File: src/rtl/div_pkg.sv
// Shared widths and FSM state encoding for the divider result BCD converter.
package div_pkg;
    localparam int QUOT_W     = 8;
    localparam int REM_W      = 7;
    localparam int BCD_DIGITS = 3;
    localparam int N_SHIFT    = 8;
    localparam int BCD_W      = 4 * BCD_DIGITS;
    localparam int CNT_W      = $clog2(N_SHIFT + 1);

    typedef enum logic [1:0] {
        IDLE    = 2'd0,
        CONVERT = 2'd1,
        DONE    = 2'd2
    } state_t;
endpackage

File: src/rtl/bcd_dabble_step.sv
// One double-dabble iteration: add 3 to every BCD digit >= 5, then shift
// the {bcd, binary} pair left by one bit.
module bcd_dabble_step
    import div_pkg::*;
(
    input  logic [BCD_W-1:0]  bcd_i,
    input  logic [QUOT_W-1:0] bin_i,
    output logic [BCD_W-1:0]  bcd_o,
    output logic [QUOT_W-1:0] bin_o
);
    logic [BCD_W-1:0] adj;

    generate
        for (genvar gi = 0; gi < BCD_DIGITS; gi++) begin : g_digit
            assign adj[4*gi +: 4] = (bcd_i[4*gi +: 4] >= 4'd5) ? (bcd_i[4*gi +: 4] + 4'd3)
                                                               : bcd_i[4*gi +: 4];
        end
    endgenerate

    assign bcd_o = {adj[BCD_W-2:0], bin_i[QUOT_W-1]};
    assign bin_o = {bin_i[QUOT_W-2:0], 1'b0};
endmodule

File: src/rtl/div_bcd_converter.sv
// Converts a divider's quotient/remainder pair to BCD on each rising edge of
// valid, using an 8-step double-dabble sequence shared by both channels.
module div_bcd_converter
    import div_pkg::*;
(
    input  logic              clk,
    input  logic              reset,
    input  logic [QUOT_W-1:0] quotient,
    input  logic [REM_W-1:0]  remainder,
    input  logic              valid,
    output logic [BCD_W-1:0]  q_bcd,
    output logic [BCD_W-1:0]  r_bcd,
    output logic              busy,
    output logic              done,
    output logic              missed
);
    localparam logic [CNT_W-1:0] LAST_STEP = CNT_W'(N_SHIFT - 1);

    state_t            state_q, state_d;
    logic [CNT_W-1:0]  count_q, count_d;
    logic [QUOT_W-1:0] q_bin_q, q_bin_d, r_bin_q, r_bin_d;
    logic [BCD_W-1:0]  q_acc_q, q_acc_d, r_acc_q, r_acc_d;
    logic [BCD_W-1:0]  q_bcd_q, q_bcd_d, r_bcd_q, r_bcd_d;
    logic              missed_q, missed_d;
    logic              valid_dly_q;

    logic              capture;
    logic [BCD_W-1:0]  q_acc_step, r_acc_step;
    logic [QUOT_W-1:0] q_bin_step, r_bin_step;

    assign capture = valid & ~valid_dly_q;

    bcd_dabble_step u_step_quot (
        .bcd_i (q_acc_q),
        .bin_i (q_bin_q),
        .bcd_o (q_acc_step),
        .bin_o (q_bin_step)
    );

    bcd_dabble_step u_step_rem (
        .bcd_i (r_acc_q),
        .bin_i (r_bin_q),
        .bcd_o (r_acc_step),
        .bin_o (r_bin_step)
    );

    always_comb begin
        state_d  = state_q;
        count_d  = count_q;
        q_bin_d  = q_bin_q;
        r_bin_d  = r_bin_q;
        q_acc_d  = q_acc_q;
        r_acc_d  = r_acc_q;
        q_bcd_d  = q_bcd_q;
        r_bcd_d  = r_bcd_q;
        // A new result arriving mid-conversion is dropped but remembered.
        missed_d = missed_q | (capture & (state_q != IDLE));

        unique case (state_q)
            IDLE: begin
                if (capture) begin
                    q_bin_d = quotient;
                    r_bin_d = {{(QUOT_W-REM_W){1'b0}}, remainder};
                    q_acc_d = '0;
                    r_acc_d = '0;
                    count_d = '0;
                    state_d = CONVERT;
                end
            end
            CONVERT: begin
                q_acc_d = q_acc_step;
                r_acc_d = r_acc_step;
                q_bin_d = q_bin_step;
                r_bin_d = r_bin_step;
                count_d = count_q + 1'b1;
                if (count_q == LAST_STEP) begin
                    q_bcd_d = q_acc_step;
                    r_bcd_d = r_acc_step;
                    state_d = DONE;
                end
            end
            DONE: begin
                state_d = IDLE;
            end
            default: begin
                state_d = IDLE;
            end
        endcase
    end

    always_ff @(posedge clk or posedge reset) begin
        if (reset) begin
            state_q     <= IDLE;
            count_q     <= '0;
            q_bin_q     <= '0;
            r_bin_q     <= '0;
            q_acc_q     <= '0;
            r_acc_q     <= '0;
            q_bcd_q     <= '0;
            r_bcd_q     <= '0;
            missed_q    <= 1'b0;
            valid_dly_q <= 1'b0;
        end else begin
            state_q     <= state_d;
            count_q     <= count_d;
            q_bin_q     <= q_bin_d;
            r_bin_q     <= r_bin_d;
            q_acc_q     <= q_acc_d;
            r_acc_q     <= r_acc_d;
            q_bcd_q     <= q_bcd_d;
            r_bcd_q     <= r_bcd_d;
            missed_q    <= missed_d;
            valid_dly_q <= valid;
        end
    end

    assign q_bcd  = q_bcd_q;
    assign r_bcd  = r_bcd_q;
    assign busy   = (state_q != IDLE);
    assign done   = (state_q == DONE);
    assign missed = missed_q;
endmodule

File: config.mk
export PLATFORM = sky130hd
export DESIGN_NAME = div_bcd_converter
export DESIGN_NICKNAME = d
export VERILOG_FILES = /design/src/rtl/div_pkg.sv /design/src/rtl/bcd_dabble_step.sv /design/src/rtl/div_bcd_converter.sv
export SDC_FILE = /design/constraint.sdc
export NUM_CORES = 1
export LEC_CHECK = 0
export CELL_PAD_IN_SITES_DETAIL_PLACEMENT = 1
export CELL_PAD_IN_SITES_GLOBAL_PLACEMENT = 2
export CORE_ASPECT_RATIO = 1.5
export CORE_MARGIN = 4
export CORE_UTILIZATION = 38
export CTS_CLUSTER_DIAMETER = 200
export DETAILED_ROUTE_END_ITERATION = 10
export HOLD_SLACK_MARGIN = 0.03
export PLACE_DENSITY_LB_ADDON = 0.15
export SETUP_SLACK_MARGIN = 0.15
export SLEW_MARGIN = 20
export SYNTH_ARGS = -nofsm -noshare
export SYNTH_HDL_FRONTEND = slang
export SYNTH_HIERARCHICAL = 1
export SYNTH_SLANG_ARGS = --single-unit
File: constraint.sdc
create_clock -name clk -period 2.5 [get_ports clk]
set_clock_uncertainty 0.1 [all_clocks]
set_input_delay 0.25 -clock clk [delete_from_list [all_inputs] [get_ports clk]]
set_output_delay 0.25 -clock clk [all_outputs]
set_load 0.05 [all_outputs]
# Yosys cells after proc, flatten, opt, wreduce, memory -nomap -nowiden
# Index checks and enable logic that the tools add are counted.
# W data, S select, Z words.
[totals] out_inout_bits=27 ff_bits=72 elab_cells=56 input_bits=18
[classes] n_lt_le_gt_ge=6 n_reduce_logical=6 muxes=18 bitwise_logic=4 n_eq_ne=5 n_addsub=7
[op_table] op="$pmux W12 S2" count=2
[op_table] op="$pmux W8 S2" count=2
[op_table] op="$ge A4 B3 Y1 const B" count=6
[op_table] op="$mux W4" count=5
[op_table] op="$add A4 B2 Y4 const B" count=4
[op_table] op="$mux W8" count=2
[op_table] op="$mux W12" count=1
[op_table] op="$pmux W4 S2" count=1
[op_table] op="$add A3 B2 Y3 const B" count=2
[op_table] op="$mux W3" count=2
[op_table] op="$reduce_and A2 Y1" count=3
[op_table] op="$add A4 B1 Y4 const B" count=1
[op_table] op="$eq A4 B3 Y1 const B" count=1
[op_table] op="$mux W2" count=2
[op_table] op="$ne A2 B2 Y1 const B" count=2
[op_table] op="$pmux W2 S2" count=1
[op_table] op="$reduce_bool A2 Y1" count=2
[op_table] op="$and A1 B1 Y1" count=2
[op_table] op="$eq A2 B1 Y1 const B" count=1
[op_table] op="$eq A2 B2 Y1 const B" count=1
[op_table] op="$logic_not A2 Y1" count=1
[op_table] op="$not A1 Y1" count=1
[op_table] op="$or A1 B1 Y1" count=1

# Logic depth before layout (Yosys ltp)
# Gate-level depths: netlist (run 1).
[logic_depth] word_depth=4 depth_mapped=6 mapped_depth_nobuf=6

# Cells and area by module
# Netlist (run 1), hierarchy kept.
[modules_own_cells] module="div_bcd_converter" area_per_inst_um2=2934.1 n_inst=1 cells_each=182 seq_area_each_um2=1801.7
[modules_own_cells] module="bcd_dabble_step" area_per_inst_um2=355.3 n_inst=2 cells_each=54 seq_area_each_um2=0.0

# Least setup slack after synthesis (run 1)
# Ideal clock, no wire load.
[synth_path] path_kind="reg-to-reg" startpoint="reg count_q[0]" endpoint="reg q_bcd_q[0], in the netlist q_bcd[0]" path_stages_with_launch=6 n_path_buf=1 t_required_ps=2275 setup_slack_ps=866 period_less_slack_ps=1634 arrival_ps=1409 setup_ps=125 cell_sequence="dfrtp_1 > ha_1 > nand4b_1 > nor2_2 > buf_6 > mux2_2"
[synth_via] elab_chain_cells=2
[synth_rtl] element="start, declared" line="div_bcd_converter.sv:20" text="logic [CNT_W-1:0] count_q, count_d;"
[synth_rtl] element="start signal, assigned" line="div_bcd_converter.sv:105" text="count_q <= count_d;"
[synth_rtl] element="$eq A4 B3 Y1" line="div_bcd_converter.sv:76" text="if (count_q == LAST_STEP) begin"
[synth_rtl] element="$reduce_and A2 Y1 (no line)"
[synth_rtl] element="end signal, assigned" line="div_bcd_converter.sv:110" text="q_bcd_q <= q_bcd_d;"
[synth_rtl] element="end, declared" line="div_bcd_converter.sv:23" text="logic [BCD_W-1:0] q_bcd_q, q_bcd_d, r_bcd_q, r_bcd_d;"
# Every way passes these cells.
# A chain may end at the register's enable or synchronous reset.

# Worst setup path after layout (run 1)
[layout_path] startpoint="reg state_q[0]" endpoint="out busy"
[layout_via] elab_chain_cells=1
[layout_rtl] element="start, declared" line="div_bcd_converter.sv:19" text="state_t state_q, state_d;"
[layout_rtl] element="start signal, assigned" line="div_bcd_converter.sv:104" text="state_q <= state_d;"
[layout_rtl] element="$reduce_bool A2 Y1" line="div_bcd_converter.sv:119" text="assign busy = (state_q != IDLE);"
[layout_rtl] element="end, declared" line="div_bcd_converter.sv:13" text="output logic busy,"
# Every way passes these cells.

==> out/summary.txt, run 1 <==
layout cells sized above 1 -> 0.258
Setup crit end kind -> primary output
Yosys cell types -> 33
WP data required -> 2150 ps
peak per-stage delay on the critical path -> 710 ps
DRT iter0 DRCs -> 96
CTS Buf Count -> 9
clk slew on worst S/H paths -> 50 ps
via/cell ratio -> 5.06
setup tns final -> 0 ps
Power Density -> 1540 nW/µm²
setup bufs post-CTS -> 0
Port Buf Inserts -> 44
MaxCap Viol Count -> 0
Setup violations, final -> 0
Worst Hold Class -> in2async
# hold bufs at CTS -> 0
critical path type -> reg2out
sequential share of the synthesized area -> 0.494
minimum clock period -> 2150 ps
Avg Inst Size Synth -> 12.6 µm²
Buf+Inv Stages, Crit Path -> 1
initial antenna violation count -> 0
drt wl/cell -> 15.9 µm
post-synth top area share -> 0.494
reg2reg path depth -> 4
total gr overflow -> 0
core outline area -> 9310 µm²
CTS tree -> yes
slowest CP cell -> clkdlybuf4s50_1
clock tree buffer depth -> 2
worst r2r src -> state_q[0]$_DFFE_PP0P_
final hold vios -> 0
Yosys warnings -> 6
Antenna Diode Count -> 0
final-report max-slew violation count -> 0
CP arrival -> 1800 ps
critical path launch point type -> flip-flop
final WL -> 6950 µm
Detailed Place HPWL -> 4550 µm
crit-path cells -> or2_2 -> clkdlybuf4s50_1
first-pass GRT wire length -> 12200 µm
Synth area leaders -> dfrtp_1 (49%), mux2_2 (12%), a22o_1 (6.5%)
Max Fclk -> 464 MHz
GR Util All Layers -> 0.142
via count -> 2213
worst-margin pin slew -> 524 ps
die height -> 128 µm
status -> completed
vias in the first global route -> 2520
CP Max Fanout -> 6
Synth area leader -> dfrtp_1
die footprint -> 11300 µm²
DRC -> 0
Clock Sinks -> 72
area delta synth->final -> 18.8%
Initial Utilization -> 0.392
H-tree level count -> 3
Reg2Reg Setup Slack -> 590 ps
flops & latches, synth -> 72
Mapped Area -> 3640 µm²
drt first pass iters -> 4
largest net degree at the start of global routing -> 73
GP Congestion -> 0.703
Syn Inst Count -> 290
root buf cell -> clkbuf_16
Die X -> 88.0 µm
latest clock arrival within the worst-skew pair -> 330 ps
post_cts resized -> 0
Slew HR -> 0.651
post-synth net total -> 321
post-route ant nets -> 0
RSZ-0062 raised after global routing -> no
DP Worst Slack -> 362 ps
Net count, final -> 353
Reg2Reg Capture Point -> r_bin_q[1]$_DFFE_PP0P_
row count -> 43
period utilisation layout -> 0.862
VDD IR-drop max -> 0.000743 V
final setup margin -> 346 ps
Pleak -> 2.02 nW
Fill cells -> 978
I/O pins -> 45
CP top delay family -> buffers and inverters
worst max path at each step:
stage / end / slack [ps] / depth (start not counted) / start
finish: busy / 350 / 2 / state_q[0]$_DFFE_PP0P_
global route: busy / 290 / 2 / state_q[0]$_DFFE_PP0P_
CTS: busy / 320 / 2 / state_q[1]$_DFFE_PP0P_
detailed placement: q_bin_q[5]$_DFFE_PP0P_ / 360 / 4 / valid
global placement: q_bin_q[4]$_DFFE_PP0P_ / 400 / 4 / valid
floorplan: count_q[0]$_DFFE_PP0P_ / 330 / 1 / reset
cell usage after synthesis, drive strengths merged:
master,instances
o21ai,8
nand2,22
mux2i,6
ha,13
nor2b,2
and2b,1
nand4b,1
clkbuf,2
dfrtp,72
xnor2,7
o21ba,1
nor2,7
a22o,27
a31oi,1
mux2,55
nand3,1
conb,2
buf,27
o21bai,1
nand2b,11
inv,13
a21o,1
and2,1
a21oi,7
or2,1
tightest hold or removal path, stage by stage:
cell and delay, ps:
clkdlybuf4s50_1 410, inv_2 70, buf_12 320
cell families after synthesis:
family | count (synthesis) | synth area share
simple gates | 47 | 0.0621
mux | 61 | 0.201
compound gates | 46 | 0.101
other cells | 2 | 0.00206
fa+ha+maj | 13 | 0.0446
flops | 72 | 0.494
buf+inv | 42 | 0.0779
xor+xnor | 7 | 0.0168
routing by layer:
metal,part of all wire,routed length (µm),track usage
met1,0.43,2970,0.174
met2,0.51,3570,0.232
met3,0.032,224,0.0289
met4,0.026,178,0.0741
met5,0,0,0
placed cells by master, fill, tap and decap left out, types with 2 or more instances in the layout:
| cell type | n |
|---|---|
| mux2_2 | 40 |
| a22o_1 | 27 |
| nand2_1 | 22 |
| clkbuf_1 | 2 |
| mux2i_1 | 6 |
| inv_1 | 12 |
| nor2_1 | 6 |
| dfrtp_1 | 72 |
| clkbuf_16 | 9 |
| xnor2_1 | 7 |
| o21ai_0 | 4 |
| clkdlybuf4s50_1 | 44 |
| clkbuf_8 | 3 |
| conb_1 | 2 |
| nand2b_1 | 11 |
| a21oi_2 | 6 |
| ha_1 | 13 |
| buf_4 | 5 |
| mux2_4 | 14 |
| o21ai_1 | 4 |
state kept, by name (all words and copies together), names as in the netlist:
signal,cells
valid_dly_q,1
q_bcd,12
q_bin_q,8
state_q,2
r_acc_q,12
r_bin_q,8
missed,1
count_q,4
r_bcd,12
q_acc_q,12
through the flow:
| step | power (W) | instance area [µm²] | hold WS, ps | instances | util |
|---|---|---|---|---|---|
| after global routing | 0.00717 | 4330 | 274 | 437 | 0.465 |
| after global placement | 0.00545 | 4060 | 348 | 423 | 0.436 |
| final | 0.00666 | 4330 | 218 | 437 | 0.465 |
| after CTS | 0.00678 | 4330 | 251 | 437 | 0.465 |
| after floorplan | 0.00490 | 3640 | 181 | 290 | - |
| after detailed placement | 0.00553 | 4060 | 355 | 423 | 0.436 |
where the power goes:
group | total, W | internal, W | switching [W]
clock | 0.00119 | 0.000742 | 0.000446
sequential | 0.00210 | 0.00171 | 0.000397
combinational | 0.00337 | 0.00160 | 0.00177
total | 0.00666 | 0.00405 | 0.00261
final cells by class:
class,instances,area [µm²],share of cell area
tap,112,140,0.0324
timing repair buffer,50,498,0.115
multi-input combinational,176,1570,0.362
sequential,72,1800,0.416
inverter,13,48.8,0.0113
clock buffer,14,274,0.0633
No activity file was read; power rests on OpenSTA's default activity.
==> run 2, diff against run 1 <==
Settings changed: REMOVE_ABC_BUFFERS from default to 1, SKIP_LAST_GASP from default to 1.
==> run 2 against run 1 <==
  * Worst setup slack lost 2.1 ps
  * Via count shrank 0.86%
  * Global-route usage shrank 0.31 points
  * Count of clock-buffer cells in the layout shrank 4
  * Sequential cell count is the same
  * Total power grew 5.7%
  * First-iteration DRC count shrank 26%
  * Worst hold slack lost 71 ps
  * Register-to-register slack gained 70 ps
  * Sequential power is essentially flat
  * Combinational power is essentially flat
==> out/summary.txt, run 2 (synthesis results as in run 1) <==
MaxCap Viol Count -> 0 (unchanged)
area of the multi-input gates -> 1570 µm² (unchanged)
met2 Track Usage GR -> 0.228 (-0.00444)
Setup violations, final -> 0 (unchanged)
DP Worst Slack -> 376 ps (+14.0 ps)
critical path type -> reg2out
layer with the highest usage -> met2
layout cells sized above 1 -> 0.271 (+0.0129)
via count -> 2194 (-0.86%)
period utilisation layout -> 0.863 (about the same)
Antenna Diode Count -> 0 (unchanged)
largest net degree at the start of global routing -> 30 (-59%)
Setup crit end kind -> primary output
CTS Buf Count -> 9 (unchanged)
slowest CP cell -> clkdlybuf4s50_1
latest clock arrival within the worst-skew pair -> 330 ps (about the same)
register area -> 1800 µm² (unchanged)
grt met3 use -> 0.0270 (-0.00193)
peak per-stage delay on the critical path -> 710 ps (about the same)
Net count, final -> 354 (+0.28%)
CP arrival -> 1810 ps (about the same)
Detailed Place HPWL -> 4760 µm (+4.8%)
first-pass GRT wire length -> 12000 µm (-1.7%)
met1 Usage GRT -> 0.170 (-0.00392)
final-report max-slew violation count -> 0 (unchanged)
Fill cells -> 979 (+0.10%)
Initial Utilization -> 0.392 (unchanged)
clock tree buffer depth -> 2 (unchanged)
post-route ant nets -> 0 (unchanged)
area delta synth->final -> 21.6%
status -> completed
drt first pass iters -> 4 (unchanged)
Max Fclk -> 464 MHz (about the same)
final instance area -> 4430 µm² (+2.4%)
drt wl/cell -> 15.9 µm (-0.11%)
placed inst area -> 4060 µm² (+0.19%)
I/O pins -> 45 (unchanged)
RSZ-0062 raised after global routing -> no
final WL -> 6990 µm (+0.58%)
setup bufs post-CTS -> 0 (unchanged)
initial antenna violation count -> 0 (unchanged)
row count -> 43 (unchanged)
Port Buf Inserts -> 44 (unchanged)
Die X -> 88.0 µm (unchanged)
clk slew on worst S/H paths -> 60 ps (about the same)
Buf+Inv Stages, Crit Path -> 1 (unchanged)
VDD IR-drop max -> 0.000753 V (+1.4%)
Clock Sinks -> 72 (unchanged)
# hold bufs at CTS -> 0 (unchanged)
core outline area -> 9310 µm² (unchanged)
commonest cells after routing, fill and taps aside -> dfrtp_1 (72), clkdlybuf4s50_1 (44), mux2_2 (40)
most common cell after layout, fill and taps aside -> dfrtp_1
final hold vios -> 0 (unchanged)
H-tree level count -> 3 (unchanged)
final setup margin -> 344 ps (-2.08 ps)
die height -> 128 µm (unchanged)
minimum clock period -> 2160 ps (+2.08 ps)
WP data required -> 2150 ps (about the same)
Power Density -> 1590 nW/µm² (+3.2%)
GP Congestion -> 0.728 (+3.5%)
via/cell ratio -> 4.99 (-1.5%)
root buf cell -> clkbuf_16
crit-path cells -> or2_2 -> clkdlybuf4s50_1
Slew HR -> 0.634 (-0.0173)
total gr overflow -> 0 (unchanged)
vias in the first global route -> 2507 (-0.52%)
post_cts resized -> 0 (unchanged)
Pleak -> 2.07 nW (+2.6%)
die footprint -> 11300 µm² (unchanged)
CP top delay family -> buffers and inverters
CP Max Fanout -> 6 (unchanged)
DRC -> 0 (unchanged)
CTS tree -> yes
DRT iter0 DRCs -> 71 (-26%)
worst-margin pin slew -> 548 ps (+24.8 ps)
GR Util All Layers -> 0.139 (-0.00310)
critical path launch point type -> flip-flop
Worst Hold Class -> in2async
[run 2: cell types whose count changed in the layout (fill, tap and decap cells not counted)]
| cell | before | now |
|---|---|---|
| clkinv_2 | 0 | 2 |
| bufinv_16 | 0 | 4 |
| buf_4 | 5 | 6 |
| clkbuf_8 | 3 | 1 |
| clkbuf_1 | 2 | 0 |
[run 2: final cells by class]
type / count / area share
flip-flops and latches: 72 / 0.407
multi-input cells: 176 / 0.353
repair buffers: 51 / 0.114
clock buffers: 10 / 0.0539
well taps: 112 / 0.0316
clock inverters: 6 / 0.0294
inverters: 13 / 0.0110
[run 2: path summary, 6_finish.rpt]
check	startpoint	endpoint	slack [ps]	cells after the start
max	state_q[1]$_DFFE_PP0P_	busy	340	2
min	reset	r_bin_q[3]$_DFFE_PP0P_	150	2
max reg2reg	state_q[0]$_DFFE_PP0P_	count_q[2]$_DFFE_PP0P_	660	4
min reg2reg	q_bin_q[0]$_DFFE_PP0P_	q_bin_q[0]$_DFFE_PP0P_	380	1
max in group asynchronous	reset	r_acc_q[4]$_DFFE_PP0P_	1520	3
min in group clk	valid	valid_dly_q$_DFF_PP0_	300	1
[run 2: stage by stage]
step | TNS [ps] | total power, W | std cells | hold slack, ps | util
after floorplan | -16280 | 0.00460 | 261 | 181 | -
after global placement | 0 | 0.00543 | 424 | 377 | 0.436
after detailed placement | 0 | 0.00553 | 424 | 377 | 0.436
after CTS | 0 | 0.00716 | 440 | 160 | 0.476
after global routing | 0 | 0.00754 | 440 | 184 | 0.476
final | 0 | 0.00704 | 440 | 148 | 0.476
[run 2: layer usage]
metal | vias to the layer above | part of all wire
met5 | - | 0
met4 | 0 | 0.024
met3 | 10 | 0.036
met2 | 35 | 0.51
met1 | 1102 | 0.43
li1 | 1047 | -
[run 2: report_power, final]
| group | internal [W] | switching [W] |
|---|---|---|
| logic | 0.00159 | 0.00176 |
| registers | 0.00170 | 0.000398 |
| clock network | 0.00110 | 0.000484 |
